File: config.mk
export PLATFORM = sky130hd
export DESIGN_NAME = id_front
export DESIGN_NICKNAME = d
export VERILOG_FILES = /design/src/rtl/id_front.sv
export SDC_FILE = /design/constraint.sdc
export NUM_CORES = 2
export LEC_CHECK = 0
export ABC_AREA = 1
export CORE_ASPECT_RATIO = 0.5
export CORE_MARGIN = 4
export CORE_UTILIZATION = 23
export CTS_BUF_LIST = sky130_fd_sc_hd__clkbuf_8 sky130_fd_sc_hd__clkbuf_16
export CTS_CLUSTER_DIAMETER = 150
export CTS_CLUSTER_SIZE = 12
export DETAILED_ROUTE_END_ITERATION = 10
export GPL_TIMING_DRIVEN = 0
export PLACE_DENSITY = 0.35
export SYNTH_ARGS = -nofsm -noshare
export SYNTH_HDL_FRONTEND = slang
export SYNTH_SLANG_ARGS = --single-unit
File: constraint.sdc
create_clock -name clk -period 8 [get_ports clk]
set_input_delay 2 -clock clk [delete_from_list [all_inputs] [get_ports clk]]
set_output_delay 2 -clock clk [all_outputs]
set_load 0.02 [all_outputs]
File: src/rtl/id_front.sv
// Instruction-decode front end: IF/ID latch, 32x32 register file with WB bypass,
// load-use stall and ID-stage jump detection feeding the ID/EX register.
module id_front (
  input  logic        clk,
  input  logic        reset,
  input  logic [31:0] IF_PC4,
  input  logic [31:0] IF_Instr,
  input  logic        Flush,
  input  logic        EX_MemRd,
  input  logic [4:0]  EX_AddrC,
  input  logic        WB_RegWr,
  input  logic [4:0]  WB_AddrC,
  input  logic [31:0] WB_Data,
  output logic [31:0] ID_PC4,
  output logic [31:0] ID_Instr,
  output logic        ID_Valid,
  output logic [4:0]  Rs,
  output logic [4:0]  Rt,
  output logic [4:0]  Rd,
  output logic [31:0] DataBusA,
  output logic [31:0] DataBusB,
  output logic        Stall,
  output logic        JumpFlush
);

  localparam int DATA_W = 32;
  localparam int NREG   = 32;

  localparam logic [5:0] OP_RTYPE = 6'h00;
  localparam logic [5:0] OP_J     = 6'h02;
  localparam logic [5:0] OP_JAL   = 6'h03;
  localparam logic [5:0] FN_JR    = 6'h08;
  localparam logic [5:0] FN_JALR  = 6'h09;

  logic [DATA_W-1:0] rf_q [NREG];
  logic [DATA_W-1:0] pc4_q, pc4_d;
  logic [DATA_W-1:0] instr_q, instr_d;
  logic              valid_q, valid_d;

  logic              wb_we;
  logic [5:0]        opcode;
  logic [5:0]        funct;
  logic              is_jump;
  logic              load_use;

  assign wb_we = WB_RegWr && (WB_AddrC != 5'd0);

  // Read port with write-through: a same-cycle WB write to the index wins over
  // the array contents; $0 never bypasses and always reads zero.
  function automatic logic [DATA_W-1:0] read_port(
    input logic [4:0]        idx,
    input logic              we,
    input logic [4:0]        waddr,
    input logic [DATA_W-1:0] wdata,
    input logic [DATA_W-1:0] stored
  );
    logic [DATA_W-1:0] val;
    val = stored;
    if (idx == 5'd0)
      val = '0;
    else if (we && (waddr == idx))
      val = wdata;
    return val;
  endfunction

  always_ff @(posedge clk or negedge reset) begin
    if (!reset) begin
      for (int i = 0; i < NREG; i++)
        rf_q[i] <= '0;
    end else if (wb_we) begin
      rf_q[WB_AddrC] <= WB_Data;
    end
  end

  assign Rs     = instr_q[25:21];
  assign Rt     = instr_q[20:16];
  assign Rd     = instr_q[15:11];
  assign opcode = instr_q[31:26];
  assign funct  = instr_q[5:0];

  assign DataBusA = read_port(Rs, wb_we, WB_AddrC, WB_Data, rf_q[Rs]);
  assign DataBusB = read_port(Rt, wb_we, WB_AddrC, WB_Data, rf_q[Rt]);

  // A load in EX whose destination feeds either source of the ID instruction.
  assign load_use = valid_q && EX_MemRd && (EX_AddrC != 5'd0) &&
                    ((EX_AddrC == Rs) || (EX_AddrC == Rt));

  assign is_jump = (opcode == OP_J) || (opcode == OP_JAL) ||
                   ((opcode == OP_RTYPE) && ((funct == FN_JR) || (funct == FN_JALR)));

  assign Stall     = load_use;
  assign JumpFlush = valid_q && !load_use && is_jump;

  // Stall holds a JR/JALR until its operand is ready; Flush beats everything
  // because the stalled instruction is on the wrong path.
  always_comb begin
    pc4_d   = pc4_q;
    instr_d = instr_q;
    valid_d = valid_q;
    if (Flush) begin
      pc4_d   = '0;
      instr_d = '0;
      valid_d = 1'b0;
    end else if (load_use) begin
      pc4_d   = pc4_q;
      instr_d = instr_q;
      valid_d = valid_q;
    end else if (JumpFlush) begin
      pc4_d   = '0;
      instr_d = '0;
      valid_d = 1'b0;
    end else begin
      pc4_d   = IF_PC4;
      instr_d = IF_Instr;
      valid_d = 1'b1;
    end
  end

  always_ff @(posedge clk or negedge reset) begin
    if (!reset) begin
      pc4_q   <= '0;
      instr_q <= '0;
      valid_q <= 1'b0;
    end else begin
      pc4_q   <= pc4_d;
      instr_q <= instr_d;
      valid_q <= valid_d;
    end
  end

  assign ID_PC4   = pc4_q;
  assign ID_Instr = instr_q;
  assign ID_Valid = valid_q;

endmodule

==> metrics.yaml <==
dp.cells: 13200
multiInputGateArea_um2: 28900
rsz0062_at_grt: "no"
ys_ff_latch: 1089
period_share: 1.03
postCtsHoldBufs: 0
final_antenna_net_count: 0
seqCellArea_um2: 27300
drtPass1Iterations: 7
synth_top_family_by_area: "simple AND/OR/NAND/NOR gates"
grt_pass1_vias: 64500
combinationalPowerShare: 0.298
layout.nets: 9770
fp.dieH_um: 376
power_density_nw_per_um2: 236
coreArea_um2: 268000
syn_inst: 9288
io_pins: 257
grt_max_degree: 138
num_vias: 70900
crit_type: "reg -> out"
yosys-top-cells-count: "nand2_1, nand3_1, dfrtp_1, o21ai_0, inv_1"
crit_family: "buffers and inverters"
hold_violations: 0
synth_compound_area_frac: 0.112
fin_ws_ns: -0.218
drive_above_1_share: 0.0333
grt_pass1_wl_um: 617000
stdcell_count: 13300
required_ns: 6.00
preCtsSetupSlack_ns: 0.0255
p_seq_frac: 0.422
finalSetupTns_ns: -1.11
mappedNetlistArea_um2: 62200
dp_hpwl_um: 358000
initialDrtViolationCount: 11100
cts_htree_levels: 3
yosys.area_share.simple: 0.351
drcViolationCount: 0
tightest_slew_ns: 1.69
ys.flop_type: "dfrtp_1"
synth_area_leaders: "dfrtp_1, nand2_1, nand3_1"
grtUsageTotal: 0.329
cp_num_buf_inv: 5
setup_viol: 10
synth.area.mux_share: 0
synthXorXnorAreaFrac: 0.00197
synth_nets: 9399
vdd_drop_max_mv: 0.162
synthAdderAreaFrac: 0
critPathSlowestCell: "clkbuf_1"
cellLeakagePower_nw: 33.6
clk_latency_ns: 0.78
internal-power_mw: 10.1
worst_path_largest_cell_delay_ns: 1.11
synth_edf_count: 0
cts_tree: "yes"
async_flop_share: 1.00
die-area_um2: 279000
path_clk_slew_ns: 0.07
dieWidth_um: 743
syn2layout_area_growth_pct: 16.5
clockPowerShare: 0.280
initial_core_util: 0.232
avgViaCountPerCell: 5.33
synth_cell_types: 27
clock-sinks: 1089
p_switching_mw: 7.00
violations: "capacitance limit, slew limit, setup timing"
crit_chain: "buf_2 > inv_1 > clkbuf_2 > clkbuf_1 > o211ai_1 > nand3_1 > nand3_1 > nand2_1 > nand2_1 > a21oi_1 > clkdlybuf4s50_1"
yosysTopAreaCell: "dfrtp_1"
switching_share: 0.410
cp_max_fo: 10
synth_top_area_share: 0.438
relSlewSlack: -0.125
yosysMostFrequentCell: "nand2_1"
ys_seq_area_frac: 0.438
io_buffers: 253
cts_buffers: 100
gp_congestion: 1.00
fin_crit_ns: 8.22
arrival_ns: 6.22
p_total_mw: 17.1
cts.path.max_buffers: 3
wl_per_cell_um: 35.7
status: "complete, but fails checks"
wl_um: 474000
start_kind: "flip-flop"
grt.overflow.total: 0
fill_cells: 30300
ys_warn_count: 0
cts_root_buf: "clkbuf_16"
syn_avg_cell_area_um2: 6.69
hp-class: "reg -> reg"
endpoint_kind: "output pin"
fin_hold_ws_ns: 0.455
antenna_found_initial: 74
clock_skew_ns: 0.0112
fmax_mhz: 122
maxCapViolCount: 26
rows: 134
finalMaxSlewViolations: 269
==> layer usage <==
layer,global-route usage,part of all wire,vias up
li1,-,-,30300
met1,0.447,0.43,35400
met2,0.459,0.40,4319
met3,0.132,0.12,853
met4,0.129,0.045,32
met5,0.00532,0.0021,-
==> flip-flops by register name (all words and copies together), names as in the netlist <==
signal / count
ID_PC4: 32
rf_q: 1024
ID_Instr: 32
ID_Valid: 1
==> path summary, 6_finish.rpt <==
path	startpoint	cells after the start	slack (ns)	end
min reg2reg	rf_q[1009]	1	0.45	rf_q[1009]
min in group asynchronous	reset	1	1.10	ID_PC4[3]
max in group asynchronous	reset	3	4.77	rf_q[201]
max	ID_Instr[22]	11	-0.22	DataBusA[1]
min	rf_q[1009]	1	0.45	rf_q[1009]
max reg2reg	ID_Instr[16]	6	4.51	ID_Instr[16]
==> repair_timing <==
action,in CTS,in global routing
endpoints found under the setup margin,13,8
buffers inserted,0,0
gates cloned,0,0
gates resized for setup,15,17
endpoints found under the hold margin,0,0
==> final cells by class <==
class / instances / area share
multi-input cells: 6632 / 0.399
flip-flops and latches: 1089 / 0.376
well taps: 3604 / 0.0622
plain buffers: 806 / 0.0457
repair buffers: 272 / 0.0408
inverters: 758 / 0.0393
clock buffers: 101 / 0.0349
diodes: 29 / 0.00100
clock inverters: 6 / 0.000881
==> power groups by stage <==
stage | Sequential [mW] | Combinational, mW | Clock [mW]
CTS | 7.17 | 4.89 | 4.83
global route | 7.30 | 5.42 | 5.00
global placement | 7.32 | 4.83 | 0
detailed placement | 7.26 | 4.87 | 0
floorplan | 7.05 | 2.59 | 0
finish | 7.21 | 5.09 | 4.79
==> placed cells by master (no fill, tap or decap), types with 28 or more instances in the layout <==
cell                n
buf_1              44
nor2_1            363
dfrtp_1          1089
o211ai_1           80
inv_1             745
diode_2            29
a21oi_1           209
nand4_1            66
clkbuf_16         101
clkbuf_1          598
nand2_1          3414
o21ai_0          1026
buf_2              90
clkbuf_2           51
nand3_1          1402
clkdlybuf4s50_1   252
o21ai_1            28
==> metrics by stage <==
step                 util  area [um^2]
floorplan               -        62200
global placement    0.258        69200
detailed placement  0.260        69700
CTS                 0.270        72300
global route        0.270        72400
finish              0.270        72400
==> cells by family (layout without fill, tap and decap cells) <==
| group | Yosys count | count (layout) |
|---|---|---|
| compound gates | 1345 | 1345 |
| xor+xnor | 14 | 14 |
| buf+inv | 1567 | 1943 |
| flops | 1089 | 1089 |
| other cells | 0 | 29 |
| simple gates | 5273 | 5273 |
Power figures use the tool's default switching activity.
